<file path="src/rtl/systolic_matmul_mkn.sv">
// Output-stationary systolic matrix multiplier R = A x B (ROWS x DEPTH times DEPTH x COLS).
// One PE per output element; start/busy/done handshake with signed and accumulate modes.
module systolic_matmul_mkn #(
  parameter int unsigned DATA_W = 4,
  parameter int unsigned ACC_W  = 16,
  parameter int unsigned ROWS   = 3,
  parameter int unsigned COLS   = 3,
  parameter int unsigned DEPTH  = 3
) (
  input  logic                                     clock,
  input  logic                                     nreset,
  input  logic                                     start_i,
  input  logic                                     signed_i,
  input  logic                                     accum_i,
  input  logic [ROWS-1:0][DEPTH-1:0][DATA_W-1:0]   a_input,
  input  logic [DEPTH-1:0][COLS-1:0][DATA_W-1:0]   b_input,
  output logic                                     busy_o,
  output logic                                     done_o,
  output logic [ROWS-1:0][COLS-1:0][ACC_W-1:0]     result_o
);

  localparam int unsigned Steps = DEPTH + ROWS + COLS - 2;
  localparam int unsigned CntW  = $clog2(Steps + 1);

  typedef enum logic [1:0] {StIdle, StRun, StDone} state_e;

  state_e                                  state_q, state_d;
  logic [CntW-1:0]                         step_q;
  logic [ROWS-1:0][DEPTH-1:0][DATA_W-1:0]  a_q;
  logic [DEPTH-1:0][COLS-1:0][DATA_W-1:0]  b_q;
  logic                                    sgn_q;

  logic [DATA_W-1:0] a_pe_q [ROWS][COLS];
  logic [DATA_W-1:0] b_pe_q [ROWS][COLS];
  logic [ACC_W-1:0]  acc_q  [ROWS][COLS];
  logic [DATA_W-1:0] a_in   [ROWS][COLS];
  logic [DATA_W-1:0] b_in   [ROWS][COLS];
  logic [ACC_W-1:0]  acc_nx [ROWS][COLS];
  logic [DATA_W-1:0] a_edge [ROWS];
  logic [DATA_W-1:0] b_edge [COLS];

  logic accept, last_step;

  assign accept    = start_i && (state_q != StRun);
  assign last_step = (state_q == StRun) && (step_q == CntW'(Steps - 1));
  assign busy_o    = (state_q == StRun);
  assign done_o    = (state_q == StDone);

  function automatic logic [ACC_W-1:0] ext(input logic [DATA_W-1:0] v, input logic sgn);
    return {{(ACC_W - DATA_W){sgn & v[DATA_W-1]}}, v};
  endfunction

  always_comb begin
    state_d = state_q;
    unique case (state_q)
      StIdle:  if (start_i) state_d = StRun;
      StRun:   if (last_step) state_d = StDone;
      StDone:  state_d = start_i ? StRun : StIdle;
      default: state_d = StIdle;
    endcase
  end

  // Skewed edge injection: row i carries A[i][k] at step i+k, column j carries B[k][j] at j+k.
  always_comb begin
    for (int i = 0; i < int'(ROWS); i++) begin
      a_edge[i] = '0;
      for (int k = 0; k < int'(DEPTH); k++) begin
        if (int'(step_q) == i + k) a_edge[i] = a_q[i][k];
      end
    end
    for (int j = 0; j < int'(COLS); j++) begin
      b_edge[j] = '0;
      for (int k = 0; k < int'(DEPTH); k++) begin
        if (int'(step_q) == j + k) b_edge[j] = b_q[k][j];
      end
    end
  end

  for (genvar gi = 0; gi < int'(ROWS); gi++) begin : g_row
    for (genvar gj = 0; gj < int'(COLS); gj++) begin : g_col
      if (gj == 0) begin : g_a_edge
        assign a_in[gi][gj] = a_edge[gi];
      end else begin : g_a_pass
        assign a_in[gi][gj] = a_pe_q[gi][gj-1];
      end
      if (gi == 0) begin : g_b_edge
        assign b_in[gi][gj] = b_edge[gj];
      end else begin : g_b_pass
        assign b_in[gi][gj] = b_pe_q[gi-1][gj];
      end
      assign acc_nx[gi][gj] = acc_q[gi][gj] + ext(a_in[gi][gj], sgn_q) * ext(b_in[gi][gj], sgn_q);
    end
  end

  always_ff @(posedge clock) begin
    if (!nreset) begin
      state_q  <= StIdle;
      step_q   <= '0;
      a_q      <= '0;
      b_q      <= '0;
      sgn_q    <= 1'b0;
      result_o <= '0;
      for (int i = 0; i < int'(ROWS); i++) begin
        for (int j = 0; j < int'(COLS); j++) begin
          a_pe_q[i][j] <= '0;
          b_pe_q[i][j] <= '0;
          acc_q[i][j]  <= '0;
        end
      end
    end else begin
      state_q <= state_d;
      if (accept) begin
        a_q    <= a_input;
        b_q    <= b_input;
        sgn_q  <= signed_i;
        step_q <= '0;
        for (int i = 0; i < int'(ROWS); i++) begin
          for (int j = 0; j < int'(COLS); j++) begin
            a_pe_q[i][j] <= '0;
            b_pe_q[i][j] <= '0;
            acc_q[i][j]  <= accum_i ? result_o[i][j] : '0;
          end
        end
      end else if (state_q == StRun) begin
        step_q <= step_q + 1'b1;
        for (int i = 0; i < int'(ROWS); i++) begin
          for (int j = 0; j < int'(COLS); j++) begin
            a_pe_q[i][j] <= a_in[i][j];
            b_pe_q[i][j] <= b_in[i][j];
            acc_q[i][j]  <= acc_nx[i][j];
            // The final step's product must land in the published result.
            if (last_step) result_o[i][j] <= acc_nx[i][j];
          end
        end
      end
    end
  end

endmodule

</file>
<file path="config.mk">
export PLATFORM = sky130hd
export DESIGN_NAME = systolic_matmul_mkn
export DESIGN_NICKNAME = d
export VERILOG_FILES = /design/src/rtl/systolic_matmul_mkn.sv
export SDC_FILE = /design/constraint.sdc
export NUM_CORES = 1
export LEC_CHECK = 0
export BUFFER_PORTS_ARGS = -buffer_cell sky130_fd_sc_hd__buf_2
export CAP_MARGIN = 10
export CORE_MARGIN = 2
export CORE_UTILIZATION = 59
export DETAILED_ROUTE_END_ITERATION = 8
export PLACE_DENSITY = 0.8
export SKIP_LAST_GASP = 1
export SLEW_MARGIN = 20
export SYNTH_ARGS = -nofsm -noshare
export SYNTH_HDL_FRONTEND = slang
export SYNTH_SLANG_ARGS = --single-unit
</file>
<file path="constraint.sdc">
create_clock -name clock -period 12.4 [get_ports clock]
set_clock_uncertainty 0.1 [all_clocks]
set_input_delay 2.48 -clock clock [delete_from_list [all_inputs] [get_ports clock]]
set_output_delay 2.48 -clock clock [all_outputs]
set_load 0.005 [all_outputs]
</file>
**Word level (Yosys, flattened, before mapping)**

Memory sizes are Yosys's and may differ from the RTL's.
Index checks and enable logic that the tools add are counted.

- Reduce and logical (&&, ||, !) cells: 7
- $mul: 9
- Muxes and demuxes: 93
- Equal/unequal tests: 10
- Bitwise operators: 74
- Add/sub/neg operators: 10

Operators by type and width:

| kind | number |
|---|---|
| 2-to-1 mux 16 bit | 27 |
| 2-to-1 mux 4 bit | 54 |
| adder 16 bit | 9 |
| multiplier 5 x 5 -> 10 bit | 9 |
| OR 1 bit | 54 |
| bitwise AND 1 bit | 18 |
| == test 3 bit, second input constant | 4 |
| 2-to-1 mux 1 bit | 9 |
| case mux 2 bit (3 select lines) | 1 |
| 2-to-1 mux 2 bit | 2 |
| != test 2 x 1 -> 1 bit, second input constant | 2 |
| adder 3 x 1 -> 3 bit, second input constant | 1 |
| == test 3 x 2 -> 1 bit, second input constant | 1 |
| zero test 3 bit | 1 |
| AND reduction 3 bit | 1 |
| == test 2 x 1 -> 1 bit, second input constant | 1 |
| == test 2 bit, second input constant | 1 |
| logical AND 1 bit | 2 |
| zero test 2 bit | 1 |
| != test 2 bit, second input constant | 1 |
| inverter 1 bit | 2 |
| AND reduction 2 bit | 1 |
| OR reduction 2 bit | 1 |

- Register bits: 222
- Memory bits (writable): 216
- Input bits: 77
- Logic and storage cells: 236
- Output and inout bits: 146
- Memories kept: 3

Memory list:

| memory | words | width | rd ports | clocked after Yosys merged registers in | write ports | RTL line | text |
|---|---|---|---|---|---|---|---|
| acc_q | 3 | 48 | 3 | 0 | 3 | 35 | `logic [ACC_W-1:0] acc_q [ROWS][COLS];` |
| a_pe_q | 3 | 12 | 3 | 0 | 3 | 33 | `logic [DATA_W-1:0] a_pe_q [ROWS][COLS];` |
| b_pe_q | 3 | 12 | 2 | 0 | 3 | 34 | `logic [DATA_W-1:0] b_pe_q [ROWS][COLS];` |

**Depth between registers and ports, before layout**

Gate-level depths: netlist of run 1.

- Depth in word-level cells: 8
- Gate-level depth with buffers: 31
- Gate-level depth less buffers: 29

**Least setup slack after synthesis of run 1**

Ideal clock, no wire load.

- Kind: input to register
- Start: in nreset
- End: mem a_pe_q[0][10] in the netlist's numbering (enable)
- Path buffers: 3
- Slack: 4.851 ns
- Setup time: 1.296 ns
- Stages on the path: 6
- Data required time: 11.004 ns
- Data arrival time: 6.152 ns
- Cell sequence: clkbuf_1 > inv_1 > a21oi_1 > clkbuf_1 > clkbuf_1 > nand2_1

RTL lines:

| what | RTL line | text |
|---|---|---|
| from (decl) | 11 | `input logic nreset,` |
| to (decl) | 33 |  |

==> results of run 1 <==
per-stage QoR:
stage / utilization / total power [uW] / cells / hold WS (ns)
final: 0.668 / 3520 / 3947 / 0.375
after global routing: 0.668 / 3630 / 3947 / 0.388
after CTS: 0.667 / 3520 / 3946 / 0.372
after detailed placement: 0.633 / 2040 / 3858 / 0.364
after global placement: 0.633 / 2020 / 3858 / 0.355
after floorplan: - / 1910 / 3081 / 0.342
sequential cells by signal, indices dropped and copies added, names as in the netlist:
name      count
acc_q       144
result_o    144
a_q          36
b_q          36
a_pe_q       24
b_pe_q       24
step_q        3
state_q       2
sgn_q         1
cells by family (layout without fill, tap and decap cells):
| family | count (synthesis) | in the layout | share of synthesized area |
|---|---|---|---|
| adders and majority gates | 435 | 435 | 0.226 |
| DFF | 414 | 414 | 0.347 |
| xor gates and xnor gates | 223 | 223 | 0.0676 |
| AOI/OAI and AO/OA | 789 | 789 | 0.175 |
| buffers and inverters | 381 | 583 | 0.0503 |
| muxes | 1 | 1 | 0.000340 |
| and+or+nand+nor | 838 | 838 | 0.134 |
cell usage in the layout (no fill, tap or decap), drive strengths merged, types with 4 or more instances in the layout:
| cell | instances |
|---|---|
| a31o | 5 |
| o211ai | 7 |
| inv | 260 |
| or3 | 6 |
| nor2 | 150 |
| a21o | 50 |
| fa | 160 |
| edfxtp | 192 |
| o21ai | 160 |
| a22o | 152 |
| a211oi | 45 |
| nor3 | 17 |
| and2 | 116 |
| or2 | 21 |
| buf | 240 |
| nand4 | 11 |
| a22oi | 8 |
| dfxtp | 222 |
| nand2b | 19 |
| bufinv | 5 |
| o21a | 19 |
| nand3 | 67 |
| xnor2 | 159 |
| clkinv | 14 |
| o221ai | 4 |
| a221o | 9 |
| o31ai | 7 |
| nand2 | 348 |
| o21bai | 42 |
| nor2b | 38 |
| a21boi | 4 |
| ha | 275 |
| xor2 | 62 |
| a31oi | 10 |
| a21oi | 247 |
| and3 | 25 |
| clkbuf | 63 |
power groups by stage:
stage / Clock, uW / Sequential, uW / Combinational, uW
after floorplan: 0 / 1570 / 343
after global placement: 0 / 1590 / 432
after detailed placement: 0 / 1590 / 451
after CTS: 1510 / 1560 / 455
after global routing: 1560 / 1570 / 509
final: 1500 / 1560 / 461
per-layer routing:
metal	up-vias	global-route usage	share of wire
met5	-	0	0.00016
met4	2	0.100	0.029
met3	139	0.0416	0.067
met2	845	0.504	0.48
met1	11505	0.381	0.42
li1	11057	-	-
final cells by class:
type	instances	area, um2	area share
Clock buffer	63	1390	0.0424
Sequential cell	414	10200	0.312
Inverter	255	967	0.0295
Timing Repair Buffer	240	1270	0.0387
Tap cell	664	831	0.0254
Multi-Input combinational cell	2286	17800	0.543
Clock inverter	25	285	0.00871
worst register-to-register path, cell delays in order, from the launching register on:
cell	delay (ns)
dfxtp_1	0.34
inv_1	0.13
ha_1	0.32
nor2b_1	0.55
buf_4	0.33
nand2_1	0.09
nor2_1	0.09
a21oi_1	0.06
a21oi_1	0.59
nand3_1	0.23
fa_1	0.53
fa_1	0.51
fa_1	0.49
inv_1	0.06
fa_1	0.42
a211oi_1	0.27
o21bai_1	0.13
a21oi_1	0.19
xnor2_1	0.37
ha_1	0.40
and3_1	0.19
a221o_1	0.39
nor3_1	0.23
nand2_1	0.11
a221oi_2	0.35
xor2_1	0.18
o21ai_1	0.07
cells in the mapped netlist, types with 5 or more instances:
master	count
a21o_1	50
a22o_1	152
a221o_1	9
ha_1	275
a211oi_1	44
xnor2_1	158
o21a_1	19
nor2_1	150
o31ai_1	7
a22oi_1	8
or3_1	5
buf_2	13
o21ai_0	69
nand2_1	348
xor2_1	62
nand4_1	11
a21oi_1	245
and3_1	25
fa_1	160
o21bai_1	42
nand2b_1	19
nand3_1	67
o211ai_1	7
dfxtp_1	222
o21ai_1	91
inv_1	250
clkbuf_1	99
a31o_1	5
edfxtp_1	192
or2_2	17
buf_1	10
and2_1	115
nor2b_1	38
nor3_1	17
a31oi_1	10
worst paths after layout:
check / to / slack [ns]
max: acc_q[0][142] / 4.40
min: result_o[10] / 0.38
max reg2reg: acc_q[0][142] / 4.40
min reg2reg: result_o[10] / 0.38
==> impl_metrics.json, run 1 <==
{
  "r2r_start": "step_q[0]",
  "place_ws_ns": 4.53,
  "ctsResizeCount": 0,
  "grt_pass1_wl_mm": 121,
  "avgViaCountPerCell": 5.97,
  "worst_ep_required_time_ns": 12.61,
  "power.switching_uw": 942,
  "ff2ff_path_depth": 26,
  "worstSetupStartpointType": "flip-flop",
  "report.final.slew_viol_count": 0,
  "synth_edf_count": 192,
  "clock_power_share": 0.426,
  "async_flop_share": 0,
  "grt_pass1_vias": 23747,
  "p_int_uw": 2580,
  "synth_top_area_share": 0.196,
  "syn-mean-instance-area_um2": 9.55,
  "drtIter0Drc": 1623,
  "peakVddDrop_mv": 0.111,
  "cts-buffers-inserted": 47,
  "path_class": "reg -> reg",
  "share_seq_of_total_power": 0.443,
  "grt_overflow_total": 0,
  "synthDistinctLibCells": 70,
  "worst_pin_slew_ns": 1.06,
  "leakagePower_uw": 0.0149,
  "area_growth_pct": 11.3,
  "yosysSeqAreaShare": 0.347,
  "hp-start": "result_o[10]",
  "layout.nets": 3756,
  "cts_tree": "done",
  "clk_pin_slew_worst_paths_ns": 0.06,
  "finalSetupViolations": 0,
  "crit_top_cell": "fa_1",
  "core_um2": 49100,
  "postRouteAntennaNets": 0,
  "synth_flop_cell": "dfxtp_1",
  "synth_top_area_cell": "edfxtp_1",
  "worstPathArrival_ns": 8.21,
  "fin_area_um2": 32700,
  "outcome": "completed",
  "hp-class": "reg -> reg",
  "initial_core_util": 0.600,
  "cts-root-buf": "clkbuf_16",
  "clk_latency_ns": 0.60,
  "synth.net_count": 3593,
  "cts_setup_buffers": 0,
  "num_antenna_cells": 0,
  "place.gp.congestion": 0.905,
  "ctsHoldBuffers": 0,
  "worst_slack_ns": 4.40,
  "clock_path_buffers": 3,
  "grt_max_degree": 94,
  "wl_per_cell_um": 19.1,
  "dp_hpwl_mm": 53.5,
  "crit_slowest_cell": "a21oi_1",
  "dr.pass1.iters": 7,
  "crit_family": "adder cells",
  "htree_levels": 2,
  "die_w_um": 227,
  "finalHoldViolCount": 0,
  "cp_num_buf_inv": 3,
  "p_per_area_nw_per_um2": 107,
  "rsz0062_at_grt": "no",
  "final.setup.tns_ns": 0,
  "die_y_um": 227,
  "dpl_cell_area_um2": 31000,
  "syn_area_um2": 29400,
  "drc": 0,
  "cts.sinks": 414,
  "cpPeakStageDelay_ns": 0.59,
  "drive_above_1_share": 0.110,
  "min_period_ns": 8.00,
  "netSwitchingFraction": 0.268,
  "port_buffers": 222,
  "path_depth": 26,
  "slew_headroom": 0.292,
  "yosysWarnings": 0,
  "maxCapViolCount": 0,
  "whs_path_depth": 2,
  "netlist_top_cells_area": "edfxtp_1 (20%), dfxtp_1 (15%), ha_1 (12%)",
  "ys_ff_latch": 414,
  "routed_wl_mm": 75.4,
  "post-route-period-util": 0.645,
  "worstSetupEndpointType": "flip-flop",
  "syn_inst": 3081,
  "via_count": 23548,
  "max_freq_mhz": 125,
  "num_io_pins": 223,
  "antenna_found_initial": 1,
  "rows": 81,
  "fillCellCount": 3784,
  "startpoint": "step_q[0]",
  "critPathMaxFanout": 16,
  "power.share.combinational": 0.131,
  "grt_util_all_layers": 0.293,
  "die-area_um2": 51700
}
(Power assumes the default switching activity.)
==> run 2: changes to the inputs <==
ABC_AREA = 1   (was not set)
CORE_UTILIZATION = 56   (was 59)
clock period = 6.5 ns   (was 12.4 ns; I/O delays follow)
==> run 2 against run 1 <==
Flip-flop and latch count unchanged. Highest routed layer is now met4. Largest cell class unchanged. Fmax up 31%. Wire length up 9.0%. Critical path type unchanged. Combinational power up 130%. Area after synthesis up 9.9%. Clock power up 69%. Largest power group unchanged. Worst hold slack worse by 0.0043 ns. Cell count up 33%. Via count up 19%. First-iteration DRC count up 29%.
==> impl_metrics.json, run 2 <==
{
  "synth_flop_cell": "dfxtp_1",
  "cts-buffers-inserted": 47,
  "layout_common_cells": "nand2_1 (944), inv_1 (829), nor2_1 (282)",
  "grt_pass1_vias": 27194,
  "netlist_top_cells_area": "edfxtp_1 (18%), dfxtp_1 (14%), nand2_1 (11%)",
  "regArea_um2": 10200,
  "rsz0062_at_grt": "yes",
  "syn_inst": 4252,
  "die-area_um2": 59700,
  "fin_hold_ws_ns": 0.371,
  "grt_util_all_layers": 0.277,
  "layout.nets": 4940,
  "place.gp.congestion": 0.954,
  "synth_most_common_cell": "nand2_1",
  "startpoint": "step_q[0]",
  "postRouteAntennaNets": 0,
  "worst_ep_required_time_ns": 6.75,
  "drtIter0Drc": 2101,
  "worstSetupStartpointType": "flip-flop",
  "rows": 88,
  "reg2reg_slack_ns": 0.41,
  "die_w_um": 244,
  "worst_pin_slew_ns": 1.13,
  "initial_core_util": 0.564,
  "outcome": "completed",
  "yosysSeqAreaShare": 0.316,
  "slew_headroom": 0.250,
  "grt_max_degree": 204,
  "syn-mean-instance-area_um2": 7.61,
  "final.setup.tns_ns": 0,
  "area_growth_pct": 10.3,
  "hp-start": "result_o[97]",
  "clk_latency_ns": 0.60,
  "ctsHoldBuffers": 0,
  "yosysWarnings": 0,
  "min_period_ns": 6.09,
  "num_io_pins": 223,
  "maxCapViolCount": 0,
  "cts-root-buf": "clkbuf_16",
  "synth_edf_count": 192,
  "hp-class": "reg -> reg",
  "r2r_end": "acc_q[0][13]",
  "cts_tree": "done",
  "fillCellCount": 4972,
  "antenna_found_initial": 0,
  "dp_hpwl_mm": 60.3,
  "synthDistinctLibCells": 47,
  "synth.net_count": 4764,
  "grt_pass1_wl_mm": 134,
  "peakVddDrop_mv": 0.178,
  "p_per_area_nw_per_um2": 185,
  "drive_above_1_share": 0.0891,
  "worstPathArrival_ns": 6.34,
  "avgViaCountPerCell": 5.36,
  "wl_per_cell_um": 15.7,
  "cts.sinks": 414,
  "clk_pin_slew_worst_paths_ns": 0.07,
  "r2r_start": "step_q[0]",
  "worstSetupEndpointType": "flip-flop",
  "die_y_um": 244,
  "port_buffers": 222,
  "final_common_cell": "nand2_1",
  "core_um2": 57400,
  "leakagePower_uw": 0.0190,
  "dr.pass1.iters": 5,
  "drc": 0,
  "worstHoldEndpoint": "result_o[97]",
  "largestRegisters": "acc_q x144, result_o x144",
  "synth_top_area_cell": "edfxtp_1",
  "whs_path_depth": 2,
  "syn_area_um2": 32300,
  "report.final.slew_viol_count": 0,
  "htree_levels": 2,
  "multi_input_area_um2": 18500,
  "critPathMaxFanout": 16,
  "post-route-period-util": 0.937,
  "synth_top_area_share": 0.178,
  "ys_ff_latch": 414,
  "finalHoldViolCount": 0,
  "routed_wl_mm": 82.2,
  "synth_common_cells": "nand2_1 (949), inv_1 (831), nor2_1 (285), ha_1 (275), nand3_1 (271)",
  "num_antenna_cells": 0,
  "ff2ff_path_depth": 27,
  "async_flop_share": 0,
  "power.total_uw": 6610,
  "grt_overflow_total": 0,
  "path_class": "reg -> reg",
  "via_count": 28011,
  "finalSetupViolations": 0,
  "clock_path_buffers": 3,
  "max_freq_mhz": 164
}
[run 2: cell families after synthesis]
family / synth area share
and+or+nand+nor: 0.209
DFF: 0.316
adders and majority gates: 0.205
xor gates and xnor gates: 0.0341
buffers and inverters: 0.116
AOI/OAI and AO/OA: 0.120
[run 2: worst max-delay path, stage by stage (launching register included)]
cell      delay [ns]
dfxtp_1         0.40
inv_1           0.10
ha_1            0.23
nand2_2         0.26
o211ai_1        0.14
o21ai_1         0.12
inv_1           0.16
nor2_1          0.22
inv_1           0.11
nor2_1          0.12
fa_1            0.46
fa_1            0.55
fa_1            0.43
ha_1            0.37
a21oi_1         0.15
nand2_1         0.09
nand2_1         0.07
nand2_1         0.05
a21oi_1         0.16
xnor2_1         0.19
ha_1            0.35
a21oi_1         0.37
a21oi_1         0.14
nor2_1          0.14
a21o_1          0.15
nand3_1         0.07
nand2_1         0.10
inv_1           0.04
[run 2: worst max path at each step]
stage                   endpoint  slack (ns)
global route        acc_q[0][47]       -0.09
detailed placement  acc_q[0][47]        0.13
CTS                 acc_q[0][47]        0.10
floorplan           acc_q[0][31]        0.80
global placement    acc_q[0][44]        0.26
finish              acc_q[0][13]        0.41
[run 2: timing repair]
item | CTS | global route
endpoints found under the setup margin | 0 | 67
endpoints found under the hold margin | 0 | 0
resized for setup | 0 | 35
buffers inserted | 0 | 2
[run 2: where the power goes]
part	internal, uW	switching (uW)
clock network	1390	1150
registers	2920	99.4
logic	339	713
total	4650	1960
[run 2: routing by layer]
metal | share of wire | GRT usage | up-vias
li1 | - | - | 13989
met1 | 0.43 | 0.363 | 12922
met2 | 0.47 | 0.475 | 942
met3 | 0.071 | 0.0340 | 158
met4 | 0.033 | 0.0938 | 0
met5 | 0 | 0 | -
[run 2: metrics by stage]
stage / cells / area, um2 / util / setup WS (ns)
finish: 5230 / 35700 / 0.622 / 0.411
global route: 5230 / 35700 / 0.622 / -0.0853
CTS: 5227 / 35600 / 0.620 / 0.103
detailed placement: 5141 / 34100 / 0.595 / 0.129
global placement: 5141 / 34100 / 0.595 / 0.261
floorplan: 4252 / 32300 / - / 0.802
[run 2: area by class of cell]
type / count / share of cell area
repair buffers: 254 / 0.0390
well taps: 765 / 0.0268
flip-flops and latches: 414 / 0.286
multi-input cells: 2867 / 0.519
clock buffers: 59 / 0.0357
clock inverters: 27 / 0.00438
inverters: 844 / 0.0891
